## config.mk

```make
export PLATFORM = sky130hd
export DESIGN_NAME = ahb_rom_arbiter
export DESIGN_NICKNAME = d
export VERILOG_FILES = /design/src/rtl/ahb_rom_arbiter.sv
export SDC_FILE = /design/constraint.sdc
export NUM_CORES = 1
export LEC_CHECK = 0
export ABC_CLOCK_PERIOD_IN_PS = 5000
export BUFFER_PORTS_ARGS = -buffer_cell sky130_fd_sc_hd__buf_2
export CAP_MARGIN = 0
export CORE_MARGIN = 3
export CORE_UTILIZATION = 43
export DETAILED_ROUTE_END_ITERATION = 10
export GPL_ROUTABILITY_DRIVEN = 0
export PLACE_DENSITY_LB_ADDON = 0.15
export RECOVER_POWER = 50
export SETUP_SLACK_MARGIN = 0.05
export SLEW_MARGIN = 20
export SYNTH_ARGS = -nofsm -noshare
export SYNTH_HDL_FRONTEND = slang
export SYNTH_SLANG_ARGS = --single-unit
```

## constraint.sdc

```tcl
create_clock -name clk -period 5 [get_ports clk]
set_clock_uncertainty 0.05 [all_clocks]
set_input_delay 1 -clock clk [delete_from_list [all_inputs] [get_ports clk]]
set_output_delay 1 -clock clk [all_outputs]
set_load 0.03 [all_outputs]
```

## src/rtl/ahb_rom_arbiter.sv

```systemverilog
// Two-port AHB-Lite read front end sharing one single-port boot ROM (1-cycle latency), round-robin arbitrated.
// Build option ROM_ARB_WERR_EN: writes get a two-cycle ERROR response instead of a zero-wait OKAY discard.
module ahb_rom_arbiter #(
  parameter int AHB_ADDR_WIDTH = 32,
  parameter int AHB_DATA_WIDTH = 32,
  parameter int ROM_ADDR_WIDTH = 16
) (
  input  logic                      clk,
  input  logic                      rst,
  input  logic                      hsel0_i,
  input  logic [AHB_ADDR_WIDTH-1:0] haddr0_i,
  input  logic                      hwrite0_i,
  input  logic [1:0]                htrans0_i,
  input  logic [2:0]                hsize0_i,
  input  logic                      hready0_i,
  output logic [AHB_DATA_WIDTH-1:0] hrdata0_o,
  output logic                      hreadyout0_o,
  output logic                      hresp0_o,
  input  logic                      hsel1_i,
  input  logic [AHB_ADDR_WIDTH-1:0] haddr1_i,
  input  logic                      hwrite1_i,
  input  logic [1:0]                htrans1_i,
  input  logic [2:0]                hsize1_i,
  input  logic                      hready1_i,
  output logic [AHB_DATA_WIDTH-1:0] hrdata1_o,
  output logic                      hreadyout1_o,
  output logic                      hresp1_o,
  output logic                      rom_req_o,
  output logic [ROM_ADDR_WIDTH-1:0] rom_addr_o,
  input  logic [AHB_DATA_WIDTH-1:0] rom_rdata_i,
  output logic [2:0]                dbg_state0_o,
  output logic [2:0]                dbg_state1_o
);

  localparam logic [2:0] ST_IDLE = 3'd0;
  localparam logic [2:0] ST_DATA = 3'd1;
  localparam logic [2:0] ST_WAIT = 3'd2;
`ifdef ROM_ARB_WERR_EN
  localparam logic [2:0] ST_ERR1 = 3'd3;
  localparam logic [2:0] ST_ERR2 = 3'd4;
`endif

  // Handshake: an address phase is taken only when hsel & hready & htrans[1]; hready is the
  // bus-level "previous data phase done", hreadyout low stretches this port's data phase.
  logic [1:0]                     hsel, hready, hwrite, trans_act;
  logic [1:0][ROM_ADDR_WIDTH-1:0] addr;
  logic [1:0][2:0]                state_q, state_d;
  logic [1:0][ROM_ADDR_WIDTH-1:0] pend_addr_q, pend_addr_d;
  logic                           last_gnt_q;
  logic [1:0] in_data, in_wait, in_err1, in_err2;
  logic [1:0] accept, new_rd, cand, gnt;
  logic       prio0;
  logic       unused;

  assign hsel      = {hsel1_i, hsel0_i};
  assign hready    = {hready1_i, hready0_i};
  assign hwrite    = {hwrite1_i, hwrite0_i};
  assign trans_act = {htrans1_i[1], htrans0_i[1]};
  assign addr      = {haddr1_i[ROM_ADDR_WIDTH-1:0], haddr0_i[ROM_ADDR_WIDTH-1:0]};
  assign unused    = ^{hsize0_i, hsize1_i, htrans0_i[0], htrans1_i[0],
                       haddr0_i[AHB_ADDR_WIDTH-1:ROM_ADDR_WIDTH],
                       haddr1_i[AHB_ADDR_WIDTH-1:ROM_ADDR_WIDTH]};

  assign in_data = {state_q[1] == ST_DATA, state_q[0] == ST_DATA};
  assign in_wait = {state_q[1] == ST_WAIT, state_q[0] == ST_WAIT};
`ifdef ROM_ARB_WERR_EN
  assign in_err1 = {state_q[1] == ST_ERR1, state_q[0] == ST_ERR1};
  assign in_err2 = {state_q[1] == ST_ERR2, state_q[0] == ST_ERR2};
`else
  assign in_err1 = 2'b00;
  assign in_err2 = 2'b00;
`endif

  // A stalled port cannot see a new address phase; gating here keeps that true even on a misbehaving bus.
  assign accept = hsel & hready & trans_act & ~in_wait & ~in_err1;
  assign new_rd = accept & ~hwrite;
  assign cand   = new_rd | in_wait;

  // A waiting port always wins; a tie of two fresh requests goes to the port not granted last.
  always_comb begin
    if (in_wait[0] != in_wait[1]) prio0 = in_wait[0];
    else                          prio0 = last_gnt_q;
  end

  assign gnt[0] = cand[0] & (~cand[1] | prio0);
  assign gnt[1] = cand[1] & ~gnt[0];

  assign rom_req_o = (|gnt) & ~rst;

  always_comb begin
    rom_addr_o = '0;
    if (!rst) begin
      if (gnt[0])      rom_addr_o = in_wait[0] ? pend_addr_q[0] : addr[0];
      else if (gnt[1]) rom_addr_o = in_wait[1] ? pend_addr_q[1] : addr[1];
    end
  end

  always_comb begin
    state_d     = state_q;
    pend_addr_d = pend_addr_q;
    for (int p = 0; p < 2; p++) begin
      case (state_q[p])
        ST_WAIT: state_d[p] = ST_DATA;
`ifdef ROM_ARB_WERR_EN
        ST_ERR1: state_d[p] = ST_ERR2;
`endif
        default: begin
          if (new_rd[p]) begin
            state_d[p] = gnt[p] ? ST_DATA : ST_WAIT;
            if (!gnt[p]) pend_addr_d[p] = addr[p];
          end
`ifdef ROM_ARB_WERR_EN
          else if (accept[p] && hwrite[p]) state_d[p] = ST_ERR1;
`endif
          else state_d[p] = ST_IDLE;
        end
      endcase
    end
  end

  always_ff @(posedge clk or posedge rst) begin
    if (rst) begin
      state_q     <= {ST_IDLE, ST_IDLE};
      pend_addr_q <= '0;
      last_gnt_q  <= 1'b1;
    end else begin
      state_q     <= state_d;
      pend_addr_q <= pend_addr_d;
      if (gnt[0])      last_gnt_q <= 1'b0;
      else if (gnt[1]) last_gnt_q <= 1'b1;
    end
  end

  assign hrdata0_o    = in_data[0] ? rom_rdata_i : '0;
  assign hrdata1_o    = in_data[1] ? rom_rdata_i : '0;
  assign hreadyout0_o = ~(in_wait[0] | in_err1[0]);
  assign hreadyout1_o = ~(in_wait[1] | in_err1[1]);
  assign hresp0_o     = in_err1[0] | in_err2[0];
  assign hresp1_o     = in_err1[1] | in_err2[1];
  assign dbg_state0_o = state_q[0];
  assign dbg_state1_o = state_q[1];

endmodule

```

==> flow_summary.toml <==
[grt]
grt_pass1_wl_um = 11560
antenna_found_initial = 4
grt_pass1_vias = 2192
grt.total_usage = 0.2078
grt_start_max_net_pins = 38
grt_overflow = 0

[sta]
maxSlewHeadroom = -0.3290
setup_ws_ns = 0.9098
report.final.slew_viol_count = 38
period_needed_ns = 4.090
tightest_slew_ns = 1.994
finalSetupViolations = 0
rsz0062_at_grt = "false"
fin_hold_ws_ns = 0.4545
finalCritPeriodShare = 0.8180
finalSetupTns_ns = 0
hold_violations = 0
timing.fmax_mhz = 244.5

[floorplan]
die_h_um = 83.29
die_area_sq_um = 6937
coreArea_sq_um = 5642
die_w_um = 83.29
start_util = 0.4553
num_io_pins = 205
fp-row-count = 27

[synth]
synth_compound_area_frac = 0.09791
synthArstFlopShare = 1.000
syn_inst = 225
synth-warning-count = 0
ys_types = 31
synthXorXnorAreaFrac = 0
synth_top_area_share = 0.3507
synth.most_common_cell = "and2_1"
synth_top_area_cell = "dfrtp_1"
yosysSeqAreaShare = 0.3609
synth_top_family_by_area = "multiplexers"
ys.flop_type = "dfrtp_1"
yosys.area_share.adder = 0
netlist_area_sq_um = 2569
ys_ff_latch = 37
synth_area_leaders = "dfrtp_1 35%, and2_1 16%, mux2i_1 12%"
synth_commonest_cells = "64 x and2_1, 36 x dfrtp_1, 32 x mux2i_1"
synth_edf_count = 0
avgSynthCellArea_sq_um = 11.42
synth_simple_gate_area_frac = 0.2041
synth_mux_area_frac = 0.2781

[clock_network]
ctsResizeCount = 0
ctsHtreeMaxLevel = 2
cts_setup_buffers = 0
cts.sinks = 37
cts_buffer_depth = 2
clk_latency_ns = 0.29
root_buffer = "clkbuf_8"
clk_pin_slew_worst_paths_ns = 0.08
cts_tree = "done"
cts_buffers = 5
cts_hold_buf = 0

[detailed_routing]
dr_total_vias = 2226
wl_per_cell_um = 16.02
dr.pass1.iters = 4
viasPerCell = 4.882
final_antenna_net_count = 0
drtIter0Drc = 62
routed_wl_um = 7304
drc = 0

[placed_design]
pre_cts_slack_ns = 1.313
dp_cells = 446
detailed_place_hpwl_um = 5755
io_buffer_count = 160

[worst_setup_path]
path_buf_inv = 2
start_kind = "register"
required_ns = 3.95
cp_top_family = "simple AND/OR/NAND/NOR gates"
critPathMaxStageDelay_ns = 1.01
worstPathArrival_ns = 3.04
crit_slowest_cell = "nor2b_1"
cp-end-kind = "primary output"
crit_type = "reg2out"
crit_chain = "nor2b_1 -> inv_1 -> mux2i_1 -> o22ai_1 -> buf_2"
worst-path-max-fanout = 14

[outcome]
status = "finished, violations left"
violations = "capacitance limit, slew limit"

[final_layout]
drive_above_1_share = 0.5236
fin_cells = 456
utilization = 0.6097
final_nets = 495
area_delta_synth_final_pct = 33.90

[job]
max_cap_violations = 1

[min_path]
min_path_type = "reg2reg"

[pwr]
vdd_drop_max_mv = 0.1926
power_per_cell_area_nw_per_um2 = 212.9
leakage_nw = 1.969
[metal layers]
metal	track usage	wire length (um)	vias to the layer above
li1	-	-	1095
met1	0.2289	2715	1001
met2	0.3673	3654	107
met3	0.08532	757	17
met4	0.05646	142	6
met5	0	34	-
[final timing paths]
kind                                                   from                           to  cells after the start  slack [ns]
worst min register to register  pend_addr_q[15]$_DFFE_PP0P_  pend_addr_q[15]$_DFFE_PP0P_                      1        0.45
worst min-delay path            pend_addr_q[15]$_DFFE_PP0P_  pend_addr_q[15]$_DFFE_PP0P_                      1        0.45
worst max-delay path              dbg_state0_o[0]$_DFF_PP0_                rom_addr_o[0]                      5        0.91
max in group asynchronous                               rst  pend_addr_q[24]$_DFFE_PP0P_                      3        2.32
min in group asynchronous                               rst  pend_addr_q[19]$_DFFE_PP0P_                      3        1.43
worst max register to register    dbg_state0_o[0]$_DFF_PP0_  pend_addr_q[22]$_DFFE_PP0P_                      5        1.25
[cells in the final DEF, fill, tap and decap left out, types with 4 or more instances in the layout]
cell type,n
mux2i_1,32
inv_1,4
and2_1,62
dfrtp_1,36
conb_1,4
mux2_4,9
clkbuf_1,24
buf_2,140
mux2_2,22
clkbuf_8,5
o22ai_2,10
o22ai_1,6
[where the power goes]
part / switching [mW] / internal, mW / total, mW
clock: 0.105 / 0.150 / 0.255
combinational: 0.0800 / 0.0629 / 0.143
sequential: 0.0115 / 0.323 / 0.334
total: 0.197 / 0.535 / 0.732
[registers in the layout (all words and copies together), names as in the netlist]
| name | cells |
|---|---|
| pend_addr_q | 32 |
| dbg_state0_o | 2 |
| dbg_state1_o | 2 |
| last_gnt_q | 1 |
[logic make-up (layout without fill, tap and decap cells)]
kind of cell | count (synthesis) | in the layout
mux | 64 | 64
buf+inv | 23 | 177
flops | 37 | 37
other cells | 1 | 6
compound gates | 27 | 27
simple gates | 73 | 73
[through the flow]
stage,area [sq um],power [mW]
after detailed placement,3374,0.4859
after global routing,3437,0.7701
final,3440,0.7324
after global placement,3374,0.4811
after floorplan,2580,0.4293
after CTS,3486,0.7421
[area by class of cell]
class	count	area, sq um
Timing Repair Buffer	164	794.5
Clock buffer	6	72.57
Antenna cell	2	5.005
Sequential cell	37	927.1
Clock inverter	2	38.79
Inverter	5	21.27
Tap cell	72	90.09
Multi-Input combinational cell	168	1490
Fill cell	503	2202
(Power assumes the default switching activity.)
